File: src/rtl/input_port_handler_pkg.sv
// Shared constants for the router input port: link widths, grant/select bit order, head FSM states.
package input_port_handler_pkg;

  localparam int NETWORK_ADDRESS_WIDTH    = 6;
  localparam int CACHE_BANK_ADDRESS_WIDTH = 4;
  localparam int DATA_WIDTH               = 16;

  localparam int PORT_NORTH  = 0;
  localparam int PORT_SOUTH  = 1;
  localparam int PORT_EAST   = 2;
  localparam int PORT_WEST   = 3;
  localparam int ROUTE_LOCAL = 4;
  localparam int ROUTE_W     = 5;

  typedef enum logic [0:0] {
    ST_EMPTY = 1'b0,
    ST_HOLD  = 1'b1
  } head_state_t;

  function automatic logic [ROUTE_W-1:0] dir_onehot(input int idx);
    logic [ROUTE_W-1:0] onehot;
    for (int i = 0; i < ROUTE_W; i++) begin
      onehot[i] = (i == idx);
    end
    return onehot;
  endfunction

endpackage

File: src/rtl/input_port_handler_packet_fifo.sv
// Packet buffer for the input port: power-of-two depth, naturally wrapping pointers, count one bit wider.
module packet_fifo #(
  parameter int DEPTH = 4,
  parameter int WIDTH = 8
) (
  input  logic                     clk,
  input  logic                     reset,
  input  logic                     push,
  input  logic                     pop,
  input  logic [WIDTH-1:0]         wdata,
  output logic [WIDTH-1:0]         rdata,
  output logic [$clog2(DEPTH):0]   count
);

  localparam int AW = $clog2(DEPTH);
  localparam logic [AW:0] FULL_COUNT = (AW+1)'(DEPTH);

  logic [WIDTH-1:0] mem_r [DEPTH];
  logic [AW-1:0]    wr_ptr_r;
  logic [AW-1:0]    rd_ptr_r;
  logic             push_ok_s;
  logic             pop_ok_s;

  assign push_ok_s = push && (count != FULL_COUNT);
  assign pop_ok_s  = pop && (count != '0);
  assign rdata     = mem_r[rd_ptr_r];

  // Storage array; contents are only observed while count is non-zero, so no reset.
  always_ff @(negedge clk) begin
    if (push_ok_s) begin
      mem_r[wr_ptr_r] <= wdata;
    end
  end

  // Pointer and count bookkeeping.
  always_ff @(negedge clk) begin
    if (reset) begin
      wr_ptr_r <= '0;
      rd_ptr_r <= '0;
      count    <= '0;
    end else begin
      if (push_ok_s) begin
        wr_ptr_r <= wr_ptr_r + AW'(1'b1);
      end
      if (pop_ok_s) begin
        rd_ptr_r <= rd_ptr_r + AW'(1'b1);
      end
      case ({push_ok_s, pop_ok_s})
        2'b10:   count <= count + (AW+1)'(1'b1);
        2'b01:   count <= count - (AW+1)'(1'b1);
        default: count <= count;
      endcase
    end
  end

endmodule

File: src/rtl/input_port_handler.sv
// Router link receive port: buffers incoming packets, XY-routes the head packet and holds it
// with a one-hot select until the chosen consumer grants.
module input_port_handler
  import input_port_handler_pkg::*;
#(
  parameter int FIFO_DEPTH = 4,
  parameter int PORT_ID    = PORT_NORTH,
  parameter int NA_W       = NETWORK_ADDRESS_WIDTH,
  parameter int CB_W       = CACHE_BANK_ADDRESS_WIDTH,
  parameter int DW         = DATA_WIDTH
) (
  input  logic                         clk,
  input  logic                         reset,
  input  logic [NA_W-1:0]              localAddress,
  input  logic [NA_W+CB_W-1:0]         destinationAddressIn,
  input  logic [NA_W-1:0]              requesterAddressIn,
  input  logic                         readIn,
  input  logic                         writeIn,
  input  logic [DW-1:0]                dataIn,
  output logic                         stallOut,
  output logic                         selectBit_NORTH,
  output logic                         selectBit_SOUTH,
  output logic                         selectBit_EAST,
  output logic                         selectBit_WEST,
  output logic                         selectBit_LOCAL,
  input  logic [ROUTE_W-1:0]           grant,
  output logic [NA_W+CB_W-1:0]         destinationAddressOut,
  output logic [NA_W-1:0]              requesterAddressOut,
  output logic                         readOut,
  output logic                         writeOut,
  output logic [DW-1:0]                dataOut,
  output logic [$clog2(FIFO_DEPTH):0]  occupancy,
  output logic                         overflowError,
  output logic                         routeError
);

  localparam int CW    = $clog2(FIFO_DEPTH) + 1;
  localparam int DA_W  = NA_W + CB_W;
  localparam int PKT_W = DA_W + NA_W + 2 + DW;
  localparam int HW    = NA_W / 2;
  localparam logic [CW-1:0] FULL_COUNT = CW'(FIFO_DEPTH);

  head_state_t         state_r;
  logic [ROUTE_W-1:0]  select_r;
  logic [ROUTE_W-1:0]  route_s;
  logic [PKT_W-1:0]    push_word_s;
  logic [PKT_W-1:0]    front_s;
  logic [CW-1:0]       count_s;
  logic [DA_W-1:0]     f_dest_s;
  logic [NA_W-1:0]     f_req_s;
  logic                f_read_s;
  logic                f_write_s;
  logic [DW-1:0]       f_data_s;
  logic                pkt_valid_s;
  logic                drop_s;
  logic                fire_s;
  logic                head_free_s;
  logic                load_s;
  logic                uturn_s;
  logic                take_s;

  // XY dimension-order routing: resolve x first, then y, else deliver locally.
  function automatic logic [ROUTE_W-1:0] route_xy(input logic [NA_W-1:0] dst,
                                                  input logic [NA_W-1:0] loc);
    logic [HW-1:0] dx, dy, lx, ly;
    dx = dst[NA_W-1 -: HW];
    dy = dst[HW-1:0];
    lx = loc[NA_W-1 -: HW];
    ly = loc[HW-1:0];
    if (dx > lx)      return dir_onehot(PORT_EAST);
    else if (dx < lx) return dir_onehot(PORT_WEST);
    else if (dy > ly) return dir_onehot(PORT_NORTH);
    else if (dy < ly) return dir_onehot(PORT_SOUTH);
    else              return dir_onehot(ROUTE_LOCAL);
  endfunction

  assign pkt_valid_s = readIn | writeIn;
  assign drop_s      = pkt_valid_s && (count_s == FULL_COUNT);
  assign push_word_s = {destinationAddressIn, requesterAddressIn, readIn, writeIn, dataIn};

  packet_fifo #(
    .DEPTH (FIFO_DEPTH),
    .WIDTH (PKT_W)
  ) u_fifo (
    .clk   (clk),
    .reset (reset),
    .push  (pkt_valid_s && !drop_s),
    .pop   (load_s),
    .wdata (push_word_s),
    .rdata (front_s),
    .count (count_s)
  );

  assign {f_dest_s, f_req_s, f_read_s, f_write_s, f_data_s} = front_s;

  // A head that would go back out the link it arrived on is discarded at load.
  assign route_s     = route_xy(f_dest_s[DA_W-1 -: NA_W], localAddress);
  assign uturn_s     = route_s[PORT_ID];
  assign fire_s      = (state_r == ST_HOLD) && ((select_r & grant) != '0);
  assign head_free_s = (state_r == ST_EMPTY) || fire_s;
  assign load_s      = head_free_s && (count_s != '0);
  assign take_s      = load_s && !uturn_s;

  assign stallOut        = (count_s == FULL_COUNT);
  assign occupancy       = count_s;
  assign selectBit_NORTH = select_r[PORT_NORTH];
  assign selectBit_SOUTH = select_r[PORT_SOUTH];
  assign selectBit_EAST  = select_r[PORT_EAST];
  assign selectBit_WEST  = select_r[PORT_WEST];
  assign selectBit_LOCAL = select_r[ROUTE_LOCAL];

  // Head FSM with registered packet fields, route select and sticky error flags.
  always_ff @(negedge clk) begin
    if (reset) begin
      state_r               <= ST_EMPTY;
      select_r              <= '0;
      destinationAddressOut <= '0;
      requesterAddressOut   <= '0;
      readOut               <= 1'b0;
      writeOut              <= 1'b0;
      dataOut               <= '0;
      overflowError         <= 1'b0;
      routeError            <= 1'b0;
    end else begin
      if (drop_s) begin
        overflowError <= 1'b1;
      end
      if (load_s && uturn_s) begin
        routeError <= 1'b1;
      end
      if (take_s) begin
        state_r               <= ST_HOLD;
        select_r              <= route_s;
        destinationAddressOut <= f_dest_s;
        requesterAddressOut   <= f_req_s;
        readOut               <= f_read_s;
        writeOut              <= f_write_s;
        dataOut               <= f_data_s;
      end else if (head_free_s) begin
        state_r  <= ST_EMPTY;
        select_r <= '0;
        readOut  <= 1'b0;
        writeOut <= 1'b0;
      end
    end
  end

endmodule

File: config.mk
export PLATFORM = sky130hd
export DESIGN_NAME = input_port_handler
export DESIGN_NICKNAME = d
export VERILOG_FILES = /design/src/rtl/input_port_handler_pkg.sv /design/src/rtl/input_port_handler_packet_fifo.sv /design/src/rtl/input_port_handler.sv
export SDC_FILE = /design/constraint.sdc
export NUM_CORES = 1
export LEC_CHECK = 0
export ABC_AREA = 1
export CORE_MARGIN = 1.5
export CORE_UTILIZATION = 50
export DETAILED_ROUTE_END_ITERATION = 7
export HOLD_SLACK_MARGIN = 0.1
export PLACE_DENSITY = 0.82
export SKIP_LAST_GASP = 1
export SLEW_MARGIN = 15
export SYNTH_ARGS = -nofsm -noshare
export SYNTH_HDL_FRONTEND = slang
export SYNTH_SLANG_ARGS = --single-unit
export TNS_END_PERCENT = 1
File: constraint.sdc
create_clock -name clk -period 2.55 [get_ports clk]
set_clock_uncertainty 0.05 [all_clocks]
set_input_delay 0.3825 -clock clk [delete_from_list [all_inputs] [get_ports clk]]
set_output_delay 0.3825 -clock clk [all_outputs]
set_load 0.01 [all_outputs]
# After elaboration in Yosys (flattened, before gate mapping)

Memories as Yosys holds them, arrays and structs flattened. A register that Yosys moved wholly into a read port is not among the register bits.
Index checks and enable logic that the tools add are counted.
Widths: inputs -> output; s select.

Output and inout port bits: 45
Memories kept: 1
Input port bits: 47
Bits in writable memories: 136
Register bits after elaboration: 49

Memory list:

| memory       | words | width | read ports | clocked after memory_dff | wr ports | RTL line                             | RTL |
|---|---|---|---|---|---|---|---|
| u_fifo.mem_r | 4     | 34    | 1          | 1                        | 1        | input_port_handler_packet_fifo.sv:18 | `logic [WIDTH-1:0] mem_r [DEPTH];` |

Magnitude comparators: 4
Multiplexer cells: 15
Reductions and logical operators: 15
Add/sub/neg operators: 4
Equality and inequality tests: 4
Bitwise gates (word level): 3

Operators with widths:

| cell                | number |
|---|---|
| $mux 5              | 6 |
| $logic_and 1x1->1   | 8 |
| $gt 3x3->1          | 2 |
| $lt 3x3->1          | 2 |
| $mux 1              | 6 |
| $pmux 3 s2          | 1 |
| $and 5x5->5         | 1 |
| $reduce_bool 5->1   | 1 |
| $add 2x1->2 const B | 2 |
| $mux 2              | 2 |
| $reduce_bool 2->1   | 2 |
| $add 3x1->3 const B | 1 |
| $eq 3x3->1 const B  | 1 |
| $ne 3x3->1 const B  | 1 |
| $reduce_bool 3->1   | 1 |
| $sub 3x1->3 const B | 1 |
| $eq 2x1->1 const B  | 1 |
| $eq 2x2->1 const B  | 1 |
| $logic_not 1->1     | 2 |
| $logic_or 1x1->1    | 1 |
| $not 1->1           | 1 |
| $or 1x1->1          | 1 |

# Longest topological paths before layout

Gate-level depths: netlist (run 1).

Depth in word-level cells: 8
Mapped depth: 17
Gate-level depth less buffers: 13

# Modules after synthesis

Synthesis (run 1) repeated with hierarchy kept, for this count alone.

Cell total of the unflattened synthesis: 695
Area, all modules: 7591.0 um2

By module, submodules not included:

| module             | cells each | instances | area an instance (um2) |
|---|---|---|---|
| packet_fifo        | 398        | 1         | 5564.1 |
| input_port_handler | 297        | 1         | 2026.9 |

==> results of run 1 <==
[flip-flops by register name (all words and copies together) (netlist names), 2 cells and up, named ones only]
signal / flops
u_fifo.mem_r: 136
dataOut: 16
destinationAddressOut: 10
requesterAddressOut: 6
select_r: 5
u_fifo.count: 3
u_fifo.rd_ptr_r: 2
u_fifo.wr_ptr_r: 2
[metrics by stage]
stage | hold slack (ps) | TNS, ps | power [µW] | instance area [µm²]
2_1_floorplan | 424.0 | -65070 | 7947 | 7893
3_3_place_gp | 395.0 | -140490 | 9362 | 9208
3_5_place_dp | 420.1 | -144820 | 9513 | 9208
4_1_cts | 422.4 | -38460 | 13230 | 10670
5_1_grt | 452.7 | -43170 | 14790 | 10790
6_report | 415.5 | -35940 | 13900 | 10790
[worst paths after layout]
kind         cells after the start  slack [ps]                  endpoint         from
max                             12        -420           u_fifo.count[2]     grant[1]
min                              2         420               dataOut[15]  dataOut[15]
max reg2reg                     13        -130  destinationAddressOut[5]     register
min reg2reg                      2         420               dataOut[15]  dataOut[15]
[final cells by class]
type                    instances  area, µm²
clock inverters               202      849.6
fillers                       932       4409
clock buffers                  17      425.4
inverters                      36      142.6
well taps                     188      235.2
flip-flops and latches        187       5112
repair buffers                150       1459
multi-input cells             500       2569
[layer usage]
metal | up-vias | part of all wire (%) | wire length [µm]
met5 | - | 0 | 0
met1 | 3112 | 38 | 7979
met2 | 366 | 49 | 10400
met3 | 85 | 8.3 | 1756
li1 | 3153 | - | -
met4 | 0 | 4.6 | 969
[logic make-up (layout without fill, tap and decap cells)]
logic type	after synthesis	in the layout	share of synthesized area, %
xor gates and xnor gates	1	1	0.1124
adders and majority gates	12	12	2.022
AOI/OAI and AO/OA	71	71	4.847
and+or+nand+nor	416	416	22.31
DFF	187	187	65.48
buffers and inverters	76	405	5.232
[power by group]
group	internal [µW]	switching [µW]	leakage (µW)	total [µW]
logic	2270	3400	0.00233	5670
clock network	1690	2150	0.00128	3840
registers	4070	320	0.00168	4390
total	8030	5870	0.00529	13900
[layout by cell type (no fill, tap or decap), drive strengths merged, types with 3 or more instances in the layout]
cell	count
nand3b	26
edfxtp	136
o21ai	19
clkinv	4
a21oi	44
nand3	13
clkbuf	26
o22ai	4
ha	11
nor2	70
dfxtp	51
nand2	304
inv	231
dlygate4sd2	48
buf	59
clkdlybuf4s50	33
clkinvlp	3
[critical path, cell delays in order]
cell,delay (ps)
dlygate4sd2_1,230
nand2_4,50
nand3_2,80
nor2_4,60
nor2_8,100
ha_4,150
inv_4,30
fa_2,380
a21oi_2,170
o21ai_2,90
o21ai_1,180
a21oi_1,80
[what timing repair did]
| action | in CTS | in global routing |
|---|---|---|
| gates resized for setup | 95 | 38 |
| gates cloned | 2 | 2 |
| pin swaps | 19 | 20 |
| setup buffers | 8 | 6 |
| endpoints found under the setup margin | 230 | 227 |
==> summary.txt, run 1 <==
Clock network
  • Worst skew pair latency: 530 ps
  • Cts hold-fix bufs: 0
  • H-tree depth: 4
  • CTS Buf Count: 17
  • Worst-path clk slew: 30 ps
  • Max clock buf depth: 2
  • Clock Sinks: 187
  • CTS Root Cell: clkbuf_16
  • CTS tree: yes

Timing
  • Final hold viol count: 0
  • Final Slew Violations: 0
  • Setup ws final: -421.8 ps
  • Final Setup Violations: 224
  • Slew headroom: 58.89%
  • RSZ-0062 raised after global routing: true
  • Worst slew pin tran: 616.6 ps

Synth
  • Post-Syn Area per Cell: 10.22 µm²
  • Post-synth top area cell: edfxtp_1
  • Top cells by count, synth: nand2_1 (303), edfxtp_1 (136), nor2_1 (66)
  • EDFF count, synth: 136
  • Prevailing post-synth register cell: edfxtp_1
  • Sequential area share after synthesis: 65.48%
  • FF+latch count, synth: 187
  • Top-count cell post-synth: nand2_1
  • Mapped cell area: 7796 µm²
  • Post-Syn Instances: 763
  • Synth area leaders: edfxtp_1 (52%), nand2_1 (15%), dfxtp_1 (13%), nor2_1 (3.2%), a21oi_1 (2.8%)
  • Post-synth top area share: 52.38%
  • Synth Net Count: 822
  • Synth unique cells: 32
  • YS warnings: 0
  • Asr flop ratio synth: 0%

Run status
  • Status: complete, but fails checks
  • Failing checks: negative setup slack

Floorplanning
  • Site Rows: 45
  • Die area: 16350 µm²
  • Core area: 15200 µm²
  • IO Count: 92
  • Initial core utilization: 51.28%
  • Chip width: 127.9 µm
  • Die Height: 127.9 µm

Routing
  • WL/cell: 16.49 µm
  • Vias per cell: 5.247
  • Final ANT Viol Nets: 0
  • 1st-iter DRT viols: 704
  • Detailed-router iteration count before antenna repair: 7
  • Vias: 6716
  • Detailed Route WL: 21110 µm
  • DRC viols: 0

Cells and area
  • Post-route insts no fill: 1280
  • Share of cells above drive strength 1: 14.74%
  • Final nets: 1138
  • Area growth syn-to-layout: 38.44%
  • # diodes: 0
  • Finished Core Util: 71.00%

Hold path
  • Hold Crit Class: reg2reg

Global route
  • Congestion Overflow GR: 0
  • GR peak layer: met2
  • Antenna violations before repair: 0
  • GR Util met1: 28.00%
  • Global Route met2 Usage: 40.58%
  • Grt met3 use: 8.723%
  • First-pass GRT wire length: 31710 µm
  • Total global routing track utilization: 25.44%
  • Vias in the first global route: 6982
  • Largest net degree at the start of global routing: 50

Placed design
  • # placed instances: 1046
  • Place WS: -1024 ps
  • GP Congestion: 0.8172
  • HPWL after DPL: 10120 µm
  • Input/output buffers: 91

Pwr
  • Peak supply drop: 720.2 µV
  • Pwr per Cell Area: 1288 nW/µm²
  • Leakage power figure: 0.005289 µW

Setup path
  • Critical setup path kind: in2reg
  • Worst EP arrival: 1980 ps
  • Worst Setup Start Kind: input pin
  • Worst Path Required: 1560 ps
  • Crit. End Element: register
  • Largest fanout on the critical path: 2

Flow run
  • Max Cap Violations: 0
Power figures use the tool's default switching activity.
==> inputs of run 2 (changes only) <==
--- a/config.mk
+++ b/config.mk
@@ -6,6 +6,7 @@
 export NUM_CORES = 1
 export LEC_CHECK = 0
 export ABC_AREA = 1
+export CAP_MARGIN = 20
 export CORE_MARGIN = 1.5
 export CORE_UTILIZATION = 50
 export DETAILED_ROUTE_END_ITERATION = 7
==> constraint.sdc (replaced) <==
create_clock -name clk -period 2.5 [get_ports clk]
set_clock_uncertainty 0.05 [all_clocks]
set_input_delay 0.375 -clock clk [delete_from_list [all_inputs] [get_ports clk]]
set_output_delay 0.375 -clock clk [all_outputs]
set_load 0.01 [all_outputs]
==> run 2 against run 1 <==
Compared with the run above:
- the flow still finishes with violations (negative setup slack)
- highest routed layer unchanged
- worst setup slack better by 34 ps
- worst hold slack worse by 11 ps
- combinational power is 7.4% higher
- largest power group unchanged
- die area stayed put
- sequential share of layout area is 0.64 points lower
- cell area is 1.4% higher
- critical path type unchanged
- first-iteration DRC count is 24% higher
==> summary.txt, run 2 (synthesis results as in run 1) <==
Flow run
  • Max Cap Violations: 0 (unchanged)

Cells and area
  • Fill cells: 924 (-0.86%)
  • # diodes: 0 (unchanged)
  • Area growth syn-to-layout: 40.33%
  • Post-route insts no fill: 1285 (+0.39%)
  • Commonest non-fill, non-tap cell in the layout: nand2_1
  • Share of cells above drive strength 1: 15.59% (+0.84 points)
  • Max reg flops: 136 (unchanged)
  • Final nets: 1144 (+0.53%)
  • Most frequent cells in the layout: nand2_1 (295), inv_1 (215), edfxtp_1 (136), nor2_1 (61), dfxtp_1 (47)
  • Finished Core Util: 71.97% (+0.97 points)
  • Biggest register: u_fifo.mem_r
  • Regs by FF count: u_fifo.mem_r: 136 flops, dataOut: 16 flops, destinationAddressOut: 10 flops

Placed design
  • Input/output buffers: 91 (unchanged)
  • HPWL after DPL: 10350 µm (+2.2%)
  • Place WS: -1090 ps (-66.26 ps)
  • # placed instances: 1048 (+0.19%)
  • GP Congestion: 0.8074 (-1.2%)

Floorplanning
  • IO Count: 92 (unchanged)
  • Site Rows: 45 (unchanged)
  • Die Height: 127.9 µm (unchanged)
  • Chip width: 127.9 µm (unchanged)
  • Initial core utilization: 51.28% (unchanged)
  • Core area: 15200 µm² (unchanged)
  • Die area: 16350 µm² (unchanged)

Pwr
  • Int Pwr: 8355 µW (+4.0%)
  • Clock network power share: 26.8% (-0.8 points)
  • Comb power frac: 42.2% (+1.4 points)
  • Pwr per Cell Area: 1319 nW/µm² (+2.4%)
  • Sw frac: 42.10% (-0.10 points)
  • Peak supply drop: 796.9 µV (+11%)
  • Leakage power figure: 0.005362 µW (+1.4%)
  • Net Switching: 6075 µW (+3.6%)
  • Seq pwr share: 31.1% (-0.5 points)
  • Total power: 14430 µW (+3.8%)

Global route
  • Vias in the first global route: 7107 (+1.8%)
  • Largest net degree at the start of global routing: 57 (+14%)
  • First-pass GRT wire length: 33600 µm (+6.0%)
  • Antenna violations before repair: 1 (+1)
  • Congestion Overflow GR: 0 (unchanged)
  • Total global routing track utilization: 27.16% (+1.7 points)

Clock network
  • Worst-path clk slew: 40 ps (about the same)
  • Cts hold-fix bufs: 0 (unchanged)
  • Worst skew pair latency: 500 ps (-30 ps)
  • CTS Buf Count: 17 (unchanged)
  • CTS Root Cell: clkbuf_16
  • Max clock buf depth: 2 (unchanged)
  • H-tree depth: 4 (unchanged)
  • Clock Sinks: 187 (unchanged)
  • CTS tree: yes

Timing
  • Final hold viol count: 0 (unchanged)
  • RSZ-0062 raised after global routing: true
  • Final Setup Violations: 225 (+0.45%)
  • Setup ws final: -387.5 ps (+34.26 ps)
  • Hold_ws: 404.1 ps (-11.46 ps)
  • Final Slew Violations: 0 (unchanged)
  • Slew headroom: 61.58% (+2.7 points)
  • Worst slew pin tran: 576.3 ps (-40.35 ps)

Setup path
  • Reg2Reg Depth: 13 (unchanged)
  • Worst Setup Start Kind: input pin
  • Worst EP arrival: 1940 ps (-40 ps)
  • Crit. End Element: register
  • Critical setup path kind: in2reg
  • R2R Setup Slk: -220 ps (-90 ps)
  • Largest fanout on the critical path: 2 (unchanged)
  • FF-to-FF End: destinationAddressOut[0]
  • CP Launch Point: grant[2]
  • Worst Path Required: 1550 ps (about the same)

Routing
  • Final ANT Viol Nets: 0 (unchanged)
  • 1st-iter DRT viols: 873 (+24%)
  • Vias: 7001 (+4.2%)
  • Met1 WL: 7943 µm (-0.45%)
  • Uppermost routed layer: met4
  • Detailed-router iteration count before antenna repair: 6 (-1)
  • Vias per cell: 5.448 (+3.8%)
  • Routed length on met3: 2207 µm (+26%)
  • DRC viols: 0 (unchanged)
  • Detailed Route WL: 22360 µm (+5.9%)
  • WL/cell: 17.40 µm (+5.5%)
  • WL met2: 11090 µm (+6.7%)

Run status
  • Failing checks: negative setup slack
  • Status: complete, but fails checks

Hold path
  • Min-Delay Startpoint: routeError
  • Hold Crit Depth: 2 (unchanged)
  • WHS Endpoint: routeError
  • Hold Crit Class: reg2reg
[run 2: cell types whose count changed in the layout (fill, tap and decap cells not counted), moves of 3 or more]
| cell | before | now |
|---|---|---|
| buf_12 | 9 | 13 |
| buf_4 | 42 | 39 |
| a21oi_1 | 34 | 29 |
| a21oi_2 | 10 | 13 |
| inv_8 | 7 | 4 |
| buf_16 | 2 | 6 |
[run 2: stage by stage]
stage               area (µm²)  setup TNS (ps)
floorplan                 7893          -68270
global placement          9248         -144460
detailed placement        9248         -152570
CTS                      10840          -41780
global route             10940          -49690
finish                   10940          -44490
[run 2: worst max-delay path, stage by stage]
cell           delay, ps
dlygate4sd2_1        240
nand2_4               50
nand3_2               80
nor2_4                60
nor2_8               100
ha_4                 140
inv_4                 40
fa_2                 380
a21oi_2              150
o21ai_2               80
o21ai_1              180
a21oi_1               70
[run 2: power groups by stage]
| stage | registers (µW) | logic (µW) | clock network [µW] |
|---|---|---|---|
| floorplan | 4530 | 3130 | 448 |
| CTS | 4440 | 5430 | 3840 |
| finish | 4480 | 6090 | 3860 |
| global route | 4520 | 6550 | 4240 |
| global placement | 4430 | 4740 | 448 |
| detailed placement | 4450 | 4870 | 448 |
[run 2: layout make-up]
class	instances	area (µm²)	area share (%)
clock buffer	17	425.4	3.888
clock inverter	201	814.5	7.445
inverter	36	141.4	1.292
multi-input combinational	500	2582	23.60
sequential	187	5112	46.73
tap	188	235.2	2.150
timing repair buffer	156	1629	14.89
[run 2: repair_timing]
action,in CTS,in global routing
setup endpoints to repair,230,230
setup buffers,10,5
gates cloned,5,1
pin swaps,23,28
resized for setup,111,37
[run 2: routing by layer]
| layer | GRT usage [%] | up-vias |
|---|---|---|
| met3 | 10.77 | 104 |
| met4 | 17.65 | 0 |
| met1 | 29.73 | 3238 |
| met5 | 0 | - |
| li1 | - | 3165 |
| met2 | 44.02 | 494 |
[run 2: how the worst max path moves through the flow]
stage                       to  cells after the start
2_1_floorplan  u_fifo.count[2]                     12
3_3_place_gp   u_fifo.count[2]                     10
3_5_place_dp   u_fifo.count[2]                     10
4_1_cts               stallOut                      3
5_1_grt        u_fifo.count[2]                     12
6_report       u_fifo.count[2]                     12
==> RTL edit (flow settings as in run 2) <==
Reset style: asynchronous (`reset`), changed in 2 clocked blocks.
--- a/src/rtl/input_port_handler_packet_fifo.sv
+++ b/src/rtl/input_port_handler_packet_fifo.sv
@@ -35,3 +35,3 @@
   // Pointer and count bookkeeping.
-  always_ff @(negedge clk) begin
+  always_ff @(negedge clk or posedge reset) begin
     if (reset) begin
--- a/src/rtl/input_port_handler.sv
+++ b/src/rtl/input_port_handler.sv
@@ -112,3 +112,3 @@
   // Head FSM with registered packet fields, route select and sticky error flags.
-  always_ff @(negedge clk) begin
+  always_ff @(negedge clk or posedge reset) begin
     if (reset) begin
Formal check against the unedited RTL: differs if reset is asserted again (counterexample within 4 cycles, from zero or initial values and one cycle with reset high); with reset held inactive, the same outputs for 4 cycles.
==> RTL edit against run 2 <==
Register-to-register slack better by 60 ps. Area after synthesis up 0.24%. Sequential cell count down 2. Critical endpoint is now dataOut[9]. Via count fell by 14%. Wire length fell by 10%. Cell area is 0.66% lower. Power is 7.5% higher. Clock power decreased by 7.0%. Worst setup slack better by 71 ps. Critical path depth down 11. The run still ends with negative setup slack left.
==> RTL edit: results (changes against run 2) <==
Outcome = finished with violations (unchanged)
Failing checks = negative setup slack (unchanged)
Detailed-route via count = 6035 (was 7001)
Post-placement cell area = 9350 µm² (was 9250 µm²)
Nets = 1011 (was 1144)
Sequential element share of the synthesized area = 0.679 (was 0.655)
Global-route wire length before repair = 30600 µm (was 33600 µm)
Aggregate global-route resource usage = 0.250 (was 0.272)
Detail Placement HPWL = 10400 µm (was 10300 µm)
Cell-internal power = 9.27 mW (was 8.36 mW)
WL/cell = 17.0 µm (was 17.4 µm)
Fraction of power consumed by the clock network = 0.232 (was 0.268)
Final standard cell count with taps included and fillers excluded = 1176 (was 1285)
Detailed-route wire length on metal 1 = 7560 µm (was 7940 µm)
Worst Setup Slack post-DPL = -1030 ps (was -1090 ps)
Setup TNS after final layout = -20730 ps (was -44490 ps)
Clock network power consumption = 3.59 mW (was 3.86 mW)
GPL Wtd Cong = 0.745 (was 0.807)
Cell class contributing the biggest share of worst-path delay = flip-flops (was adder cells)
Most frequent cells after synthesis = nand2_1 (159), edfxtp_1 (136), nor2_1 (81) (was nand2_1 (303), edfxtp_1 (136), nor2_1 (66))
Relative contribution of combinational cells to total power = 0.453 (was 0.422)
Data arrival time of the critical path = 2390 ps (was 1940 ps)
Largest driver fanout on the critical path = 2 (unchanged)
Ys async rst share = 0.265 (was 0)
Final setup violation count = 104 (was 225)
Met2 Resource Use GR = 0.448 (was 0.440)
Routing usage on met3 = 0.0584 (was 0.108)
Routing usage on met1 = 0.267 (was 0.297)
Smallest setup slack after layout = -317 ps (was -388 ps)
Pre-antenna DRT Iters = 5 (was 6)
Maximum vdd ir drop = 0.000686 V (was 0.000797 V)
Avg Cell Area, Syn = 11.7 µm² (was 10.2 µm²)
Number of DRC violations after detailed-routing iteration 0 = 561 (was 873)
Maximum number of pins on one net before global-route repair = 50 (was 57)
Max incr delay on CP = 480 ps (was 380 ps)
Reported leakage power = 5.14 nW (was 5.36 nW)
Largest cells by area after synthesis = edfxtp_1 (52%), dfrtn_1 (16%), nand2_1 (7.6%) (was edfxtp_1 (52%), nand2_1 (15%), dfxtp_1 (13%))
Net count after synthesis = 725 (was 822)
Number of enable-type register cells in the synthesized netlist = 136 (unchanged)
Met3 routed wirelength = 1030 µm (was 2210 µm)
Crit path max-delay cell type = dfrtn_1 (was fa_2)
-- RTL edit: cell count changes after synthesis, moves of 7 or more --
cell             run 2  this run
buf_2               22        13
nor2_1              66        81
nand2_1            303       159
a21oi_1             44         2
dfrtn_1              0        49
nand3b_1            26         1
o21ai_0             16        33
dfxtp_1             51         0
inv_1               35        60
o211ai_1             0        32
nand3_2              1        32
buf_6               11         4
-- RTL edit: path summary, 6_finish.rpt --
path | start | endpoint | slack, ps | depth (start not counted)
max in group asynchronous | reset | dataOut[9] | 680 | 3
worst min register to register | overflowError | overflowError | 350 | 1
worst min-delay path | overflowError | overflowError | 350 | 1
min in group asynchronous | reset | state_r | 1420 | 3
worst max-delay path | dataOut[9] | dataOut[9] | -320 | 1
worst max register to register | u_fifo.rd_ptr_r[0] | destinationAddressOut[4] | -160 | 15
-- RTL edit: timing repair --
action	CTS	global route
setup buffers	15	6
setup endpoints to repair	228	225
pin swaps	24	25
gates cloned	4	2
gates resized for setup	125	40
hold endpoints to repair	0	0
-- RTL edit: cell type report --
type | count | area, µm²
inverters | 60 | 233
multi-input cells | 387 | 2300
well taps | 211 | 264
repair buffers | 165 | 1670
clock inverters | 151 | 666
flip-flops and latches | 185 | 5310
fillers | 973 | 4390
clock buffers | 17 | 425
-- RTL edit: cell families (layout without fill, tap and decap cells) --
| family | Yosys count | after routing | synth area share |
|---|---|---|---|
| buffers and inverters | 94 | 393 | 0.0597 |
| xor gates and xnor gates | 4 | 4 | 0.00448 |
| AOI/OAI and AO/OA | 74 | 74 | 0.0584 |
| DFF | 185 | 185 | 0.679 |
| and+or+nand+nor | 297 | 297 | 0.178 |
| adders and majority gates | 12 | 12 | 0.0202 |
